File: src/rtl/triangle_list_ctrl.sv
// Triangle list controller: appends loader triangles into an external RAM and
// replays them each frame over valid/ready. Optional frame counter: TRI_FRAME_CNT_EN.
module triangle_list_ctrl #(
  parameter  int WI     = 8,
  parameter  int WF     = 8,
  parameter  int Waddr  = 7,
  parameter  int SIZE   = 100,
  localparam int DATA_W = (WI + WF) * 9
) (
  input  logic              Clk,
  input  logic              Reset,
  input  logic              clear,
  input  logic              in_valid,
  output logic              in_ready,
  input  logic [DATA_W-1:0] in_data,
  input  logic              frame_start,
  output logic              frame_busy,
  output logic              frame_done,
  output logic              out_valid,
  input  logic              out_ready,
  output logic [DATA_W-1:0] out_data,
  output logic [Waddr:0]    tri_count,
  output logic              ram_r_en,
  output logic              ram_w_en,
  output logic [Waddr-1:0]  ram_r_addr,
  output logic [Waddr-1:0]  ram_w_addr,
  output logic              ram_is_empty,
  output logic              ram_is_full,
  output logic [DATA_W-1:0] ram_wdata,
`ifdef TRI_FRAME_CNT_EN
  output logic [15:0]       frame_cnt,
`endif
  input  logic [DATA_W-1:0] ram_rdata
);

  localparam logic [0:0]     S_IDLE   = 1'b0;
  localparam logic [0:0]     S_STREAM = 1'b1;
  localparam logic [Waddr:0] SIZE_C   = SIZE[Waddr:0];
  localparam logic [Waddr:0] ONE_C    = {{Waddr{1'b0}}, 1'b1};

  logic [0:0]        state;
  logic [Waddr:0]    rd_ptr;
  logic              empty_done;
  logic              rd_vld_p1;
  logic [DATA_W-1:0] buf_data_p2 [2];
  logic              buf_wr_p2;
  logic              buf_rd_p2;
  logic [1:0]        buf_cnt_p2;

  logic       idle;
  logic       streaming;
  logic       start_ok;
  logic       first_rd;
  logic       stream_rd;
  logic       wr_fire;
  logic       pop;
  logic       last_pop;
  logic [1:0] occ_after;

  always_comb begin
    idle      = (state == S_IDLE);
    streaming = (state == S_STREAM);
    // clear outranks frame_start; frame_start outranks a write
    start_ok  = idle & frame_start & ~clear;
    in_ready  = ~Reset & idle & (tri_count < SIZE_C) & ~clear & ~frame_start;
    wr_fire   = in_valid & in_ready;

    out_valid = ~Reset & streaming & (buf_cnt_p2 != 2'd0);
    out_data  = buf_data_p2[buf_rd_p2];
    pop       = out_valid & out_ready;

    // Slots still committed after this cycle's pop; counting the pop lets a
    // 2-entry buffer sustain one triangle per cycle.
    occ_after = buf_cnt_p2 + {1'b0, rd_vld_p1} - {1'b0, pop};
    // Index 0 is fetched in the frame_start cycle itself to save one cycle.
    first_rd  = start_ok & (tri_count != '0);
    stream_rd = streaming & (rd_ptr < tri_count) & (occ_after < 2'd2);
    last_pop  = pop & (rd_ptr == tri_count) & ~rd_vld_p1 & (buf_cnt_p2 == 2'd1);

    ram_r_en     = ~Reset & (first_rd | stream_rd);
    ram_r_addr   = first_rd ? '0 : rd_ptr[Waddr-1:0];
    ram_w_en     = wr_fire;
    ram_w_addr   = tri_count[Waddr-1:0];
    ram_wdata    = in_data;
    ram_is_empty = (tri_count == '0);
    ram_is_full  = (tri_count == SIZE_C);
    frame_busy   = ~Reset & streaming;
    frame_done   = ~Reset & (empty_done | last_pop);
  end

  // Control state: list bookkeeping, read issue and buffer pointers
  always_ff @(posedge Clk) begin
    if (Reset) begin
      state      <= S_IDLE;
      tri_count  <= '0;
      rd_ptr     <= '0;
      empty_done <= 1'b0;
      rd_vld_p1  <= 1'b0;
      buf_wr_p2  <= 1'b0;
      buf_rd_p2  <= 1'b0;
      buf_cnt_p2 <= 2'd0;
    end else begin
      empty_done <= start_ok & (tri_count == '0);
      rd_vld_p1  <= ram_r_en;
      if (idle) begin
        if (clear)
          tri_count <= '0;
        else if (wr_fire)
          tri_count <= tri_count + ONE_C;
        if (start_ok) begin
          rd_ptr <= first_rd ? ONE_C : '0;
          if (first_rd)
            state <= S_STREAM;
        end
      end else begin
        if (stream_rd)
          rd_ptr <= rd_ptr + ONE_C;
        if (last_pop)
          state <= S_IDLE;
      end
      if (rd_vld_p1)
        buf_wr_p2 <= ~buf_wr_p2;
      if (pop)
        buf_rd_p2 <= ~buf_rd_p2;
      buf_cnt_p2 <= buf_cnt_p2 + {1'b0, rd_vld_p1} - {1'b0, pop};
    end
  end

  // p1 -> p2: RAM word lands in the output buffer one cycle after issue
  always_ff @(posedge Clk) begin
    if (rd_vld_p1)
      buf_data_p2[buf_wr_p2] <= ram_rdata;
  end

`ifdef TRI_FRAME_CNT_EN
  always_ff @(posedge Clk) begin
    if (Reset)
      frame_cnt <= 16'd0;
    else if (frame_done)
      frame_cnt <= frame_cnt + 16'd1;
  end
`endif

endmodule

File: config.mk
export PLATFORM = sky130hd
export DESIGN_NAME = triangle_list_ctrl
export DESIGN_NICKNAME = d
export VERILOG_FILES = /design/src/rtl/triangle_list_ctrl.sv
export SDC_FILE = /design/constraint.sdc
export NUM_CORES = 1
export LEC_CHECK = 0
export CAP_MARGIN = 20
export CORE_AREA = 2 2 235 237
export CTS_BUF_LIST = sky130_fd_sc_hd__clkbuf_16
export DETAILED_ROUTE_END_ITERATION = 8
export DIE_AREA = 0 0 237 239
export HOLD_SLACK_MARGIN = 0.06
export SETUP_SLACK_MARGIN = 0.05
export SKIP_LAST_GASP = 1
export SYNTH_ARGS = -nofsm -noshare
export SYNTH_HDL_FRONTEND = slang
export SYNTH_SLANG_ARGS = --single-unit
File: constraint.sdc
create_clock -name Clk -period 9.3 [get_ports Clk]
set_input_delay 0.93 -clock Clk [delete_from_list [all_inputs] [get_ports Clk]]
set_output_delay 0.93 -clock Clk [all_outputs]
set_load 0.005 [all_outputs]
Word-level counts from Yosys, hierarchy flattened
Memory sizes are Yosys's and may differ from the RTL's. A register that Yosys moved wholly into a read port is not among the register bits. Index checks and enable logic that the tools add are counted.

Register bits: 23. Bits in latches: 0. RAM bits: 288. Bits in read-only memories: 0. Output and inout port bits: 318. Memories: 1.

Add/subtract/negate cells: 4. Multiply operators: 0. Divide/modulo/power cells: 0. Order comparisons: 3. Equality and inequality tests: 4. Shift operators: 0. Multiplexer cells: 15. Bitwise operators: 28. Reductions and logical operators: 7.

Memory list: buf_data_p2 (depth 2, width 144, read ports 1, clocked after Yosys merged registers in 1, write ports 1, line 45) `logic [DATA_W-1:0] buf_data_p2 [2];`.

Operator list (number): $mux 8 (5); $and 1x1->1 (19); $add 8x1->8 const B (2); $mux 1 (9); $eq 8x7->1 const B (1); $eq 8x8->1 (1); $logic_not 8->1 (1); $lt 8x7->1 const B (1); $lt 8x8->1 (1); $reduce_bool 8->1 (1); $mux 7 (1); $not 1->1 (7); $reduce_bool 2->1 (3); $reduce_and 2->1 (2); $add 2x1->2 (1); $eq 2x1->1 const B (1); $lt 2x2->1 const B (1); $ne 2x1->1 const B (1); $or 1x1->1 (2); $sub 2x1->2 (1).

Depth between registers and ports, before layout
Depth in word-level cells: 9. Gate-level depth with buffers: 10. Depth with buffers taken out: 10.

Least setup slack after synthesis
Ideal clock, no wire load.

Kind: reg2reg. Start: reg rd_vld_p1. End: mem buf_data_p2[0][0] in the netlist's numbering, enable pin. Library setup time: 0.667 ns. Arrival time: 6.710 ns. Data required time: 8.633 ns. Path slack: 1.923 ns. Cell stages (with the launch flop): 2. Period minus slack after synthesis: 7.377 ns. Path through: dfxtp_1 -> nor2b_1.

Word-level cells in the longest chain between the ends: 2.

RTL lines: start, declared (line 44) `logic rd_vld_p1;`; start signal, assigned (line 104) `rd_vld_p1 <= ram_r_en;`; $mux 1 (line 131) `if (rd_vld_p1)`; $mux 1 (implied by the code) (line 132) `buf_data_p2[buf_wr_p2] <= ram_rdata;`; end, declared (line 45).

No other way between the ends.

Worst setup path in the final report
Start: in Reset. End: out ram_r_en.

Word-level cells in the longest chain between the ends: 9.

RTL lines: start, declared (line 11) `input logic Reset,`; $not 1->1 (line 68) `out_valid = ~Reset & streaming & (buf_cnt_p2 != 2'd0);`; $and 1x1->1 (2 in series) (line 68); $and 1x1->1 (line 70) `pop = out_valid & out_ready;`; net pop (line 56) `logic pop;`; $sub 2x1->2 (line 74) `occ_after = buf_cnt_p2 + {1'b0, rd_vld_p1} - {1'b0, pop};`; $lt 2x2->1 (line 77) `stream_rd = streaming & (rd_ptr < tri_count) & (occ_after < 2'd2);`; $and 1x1->1 (line 77); $or 1x1->1 (line 80) `ram_r_en = ~Reset & (first_rd | stream_rd);`; $and 1x1->1 (line 80); end, declared (line 23) `output logic ram_r_en,`.

The timed path passes the listed nets, and every way through them passes these cells.

==> impl_metrics.toml <==
[routing]
via_per_inst = 4.09
vias = 6965
avgRoutedWirePerCell_um = 17.1
antenna_left = 0
wirelength_mm = 29.1
dr.pass1.iters = 4
first_iter_violations = 340
drc = 0

[sta]
slew_violations = 0
period_minus_slack_ns = 5.41
hold_slack_ns = 0.523
max_slew.worst_pin.slew_ns = 0.928
setup_viol = 0
setup_tns_ns = 0
worst_slack_ns = 3.89
rsz0062_at_grt = "no"
timing.final.crit_share_pct = 58.1
max_freq_ghz = 0.185
finalHoldViolations = 0
relSlewSlack_pct = 38.1
skew_ns = 0.0145

[setup_path]
start_kind = "input port"
reg2reg_to = "rd_ptr[6]"
cp_num_buf_inv = 3
r2r-start = "state"
critPathTopFamily = "buffers and inverters"
max_stage_delay_ns = 0.76
cpMaxStageDelayCell = "clkdlybuf4s50_1"
r2r_slack_ns = 6.13
cp.required_ns = 8.37
crit_arrival_ns = 4.48
path_class = "input port to output port"
path_cells = "clkdlybuf4s50_1, nand2b_1, nor3b_1, ha_1, inv_1, ha_1, xor2_1, xnor2_1, and4_1, a21oi_1, nor2_1, clkdlybuf4s50_1"
end_kind = "output port"
critPathMaxFanout = 21
rr_worst_depth = 10

[worst_hold_path]
hold_class = "flop to flop"
hold_path_depth = 2
min_to = "buf_rd_p2"
hp-start = "buf_rd_p2"

[synthesis]
yosysTopAreaCell = "edfxtp_1"
synth_mux_area_share_pct = 12.6
ys_async_sr_fraction_pct = 0
ys.warnings.count = 0
synth_xor_area_share_pct = 0.610
synth_cell_types = 40
synth-edff-count = 288
synth_compound_area_share_pct = 1.30
synth_nets = 1083
synth_common_cells = "edfxtp_1 (288), buf_4 (152), mux2_2 (144)"
syn_area_sq_mm = 0.0129
synth_top_area_share_pct = 66.9
synth-seq-cells = 312
synth_area_leaders = "edfxtp_1 (67%), mux2_2 (13%), buf_4 (8.8%), dfxtp_1 (3.7%), ha_1 (1.3%)"
synth.most_common_cell = "edfxtp_1"
synth_ff_type = "edfxtp_1"
syn_inst = 776
synthSimpleGateAreaFrac_pct = 3.70
synth-seq-area-share_pct = 70.6
synthAdderAreaFrac_pct = 1.26
avgSynthCellArea_sq_um = 16.7
synth_top_family_by_area = "multiplexers"

[layout]
seqCellArea_sq_mm = 0.00913
fill_cells = 5309
area_growth_pct = 31.4
multi_input_area_sq_mm = 0.00253
stdcell_area_sq_mm = 0.0170
finalNetCount = 1278
antennaDiodeCount = 0
drive_gt1_share_pct = 20.8

[job]
maxCapViolCount = 0

[placed_design]
io_buffer_count = 323
place_congestion = 0.775
pre_cts_ws_ns = 3.94
placed_cell_area_sq_mm = 0.0159
dp_hpwl_mm = 19.4

[clock_tree]
cts_setup_buffers = 0
worstSkewPairLatency_ns = 0.54
path_clk_slew_ns = 0.06
cts-buffers-inserted = 36
cts_tree = "built"
htree_levels = 2
ctsHoldBuffers = 0
clockBufferDepth = 3
postCtsResizedCells = 0
cts_root_buf = "clkbuf_16"
numClockSinks = 312

[floorplanning]
rows = 86
fp.dieW_um = 237
core_sq_mm = 0.0543
fp.dieH_um = 239
pin_count = 612
dieArea_sq_mm = 0.0566
start_util_pct = 23.8

[power_and_ir_drop]
p_per_area_mw_per_mm2 = 174
p_total_uw = 2950
peakVddDrop_v = 0.000101
power.leakage_uw = 0.00551

[grt]
antenna_found_initial = 0
grt_max_degree = 63
grt_pass1_wl_mm = 41.9
grt.overflow.total = 0
grt_pass1_vias = 7070
grt_use_total_pct = 9.64

[status]
outcome = "finished clean"
cells by family (layout without fill, tap and decap cells):
kind of cell	Yosys count	after routing
flops	312	312
compound gates	24	24
simple gates	85	85
fa+ha+maj	13	13
buf+inv	188	409
xor+xnor	9	9
mux	145	145
sequential cells by signal (all words and copies together), names as in the netlist, named ones only:
name         cells
buf_rd_p2        1
buf_wr_p2        1
rd_vld_p1        1
buf_cnt_p2       2
empty_done       1
tri_count        8
rd_ptr           8
buf_data_p2    288
state            1
power by group:
group	total (uW)	internal [uW]	switching, uW
sequential	1530	1530	0.635
combinational	84.3	60.0	24.2
clock	1340	778	560
total	2950	2370	585
cell usage in the layout, fill, tap and decap left out, types with 6 or more instances in the layout:
cell and n:
mux2_2 144, nand2_1 13, xnor2_1 8, clkinv_1 8, nor2_1 21, nand4_1 13
buf_4 6, a21oi_1 7, inv_1 23, clkbuf_16 37, dfxtp_1 23, ha_1 13
edfxtp_1 288, clkdlybuf4s50_1 323
metal layers:
metal  up-vias  track usage (%)  routed length [um]  share of wire, %
met1      3380             10.3               10800                37
met2       391             15.3               13600                47
met3        62             6.18                3880                13
li1       3132                -                   -                 -
met5         -           0.0866                   0                 0
met4         0             3.66                 869               3.0
worst max-delay path by stage:
stage,startpoint,to,slack (ns),cells past startpoint
after global placement,Reset,ram_r_en,4.00,12
after floorplan,rd_vld_p1,buf_data_p2[0][0],1.92,1
after CTS,Reset,ram_r_en,3.92,12
after global routing,Reset,ram_r_en,3.59,12
after detailed placement,Reset,ram_r_en,3.94,12
final,Reset,ram_r_en,3.89,12
worst min-delay path, delay by kind of cell, from the launching register on:
family	cells	cell delay [ns]
flops	1	0.33
simple gates	1	0.08
xor+xnor	1	0.09
final cells by class:
| class | count | area share (%) |
|---|---|---|
| clock buffer | 37 | 5.45 |
| timing repair buffer | 329 | 19.3 |
| inverter | 16 | 0.353 |
| sequential | 312 | 53.7 |
| clock inverter | 27 | 1.10 |
| multi-input combinational | 276 | 14.9 |
| tap | 704 | 5.18 |
stage by stage:
step                      cells  util [%]
after floorplan             776         -
after detailed placement   1637      29.2
after CTS                  1701      31.3
after global placement     1637      29.2
final                      1701      31.3
after global routing       1701      31.3
Power figures use the tool's default switching activity.
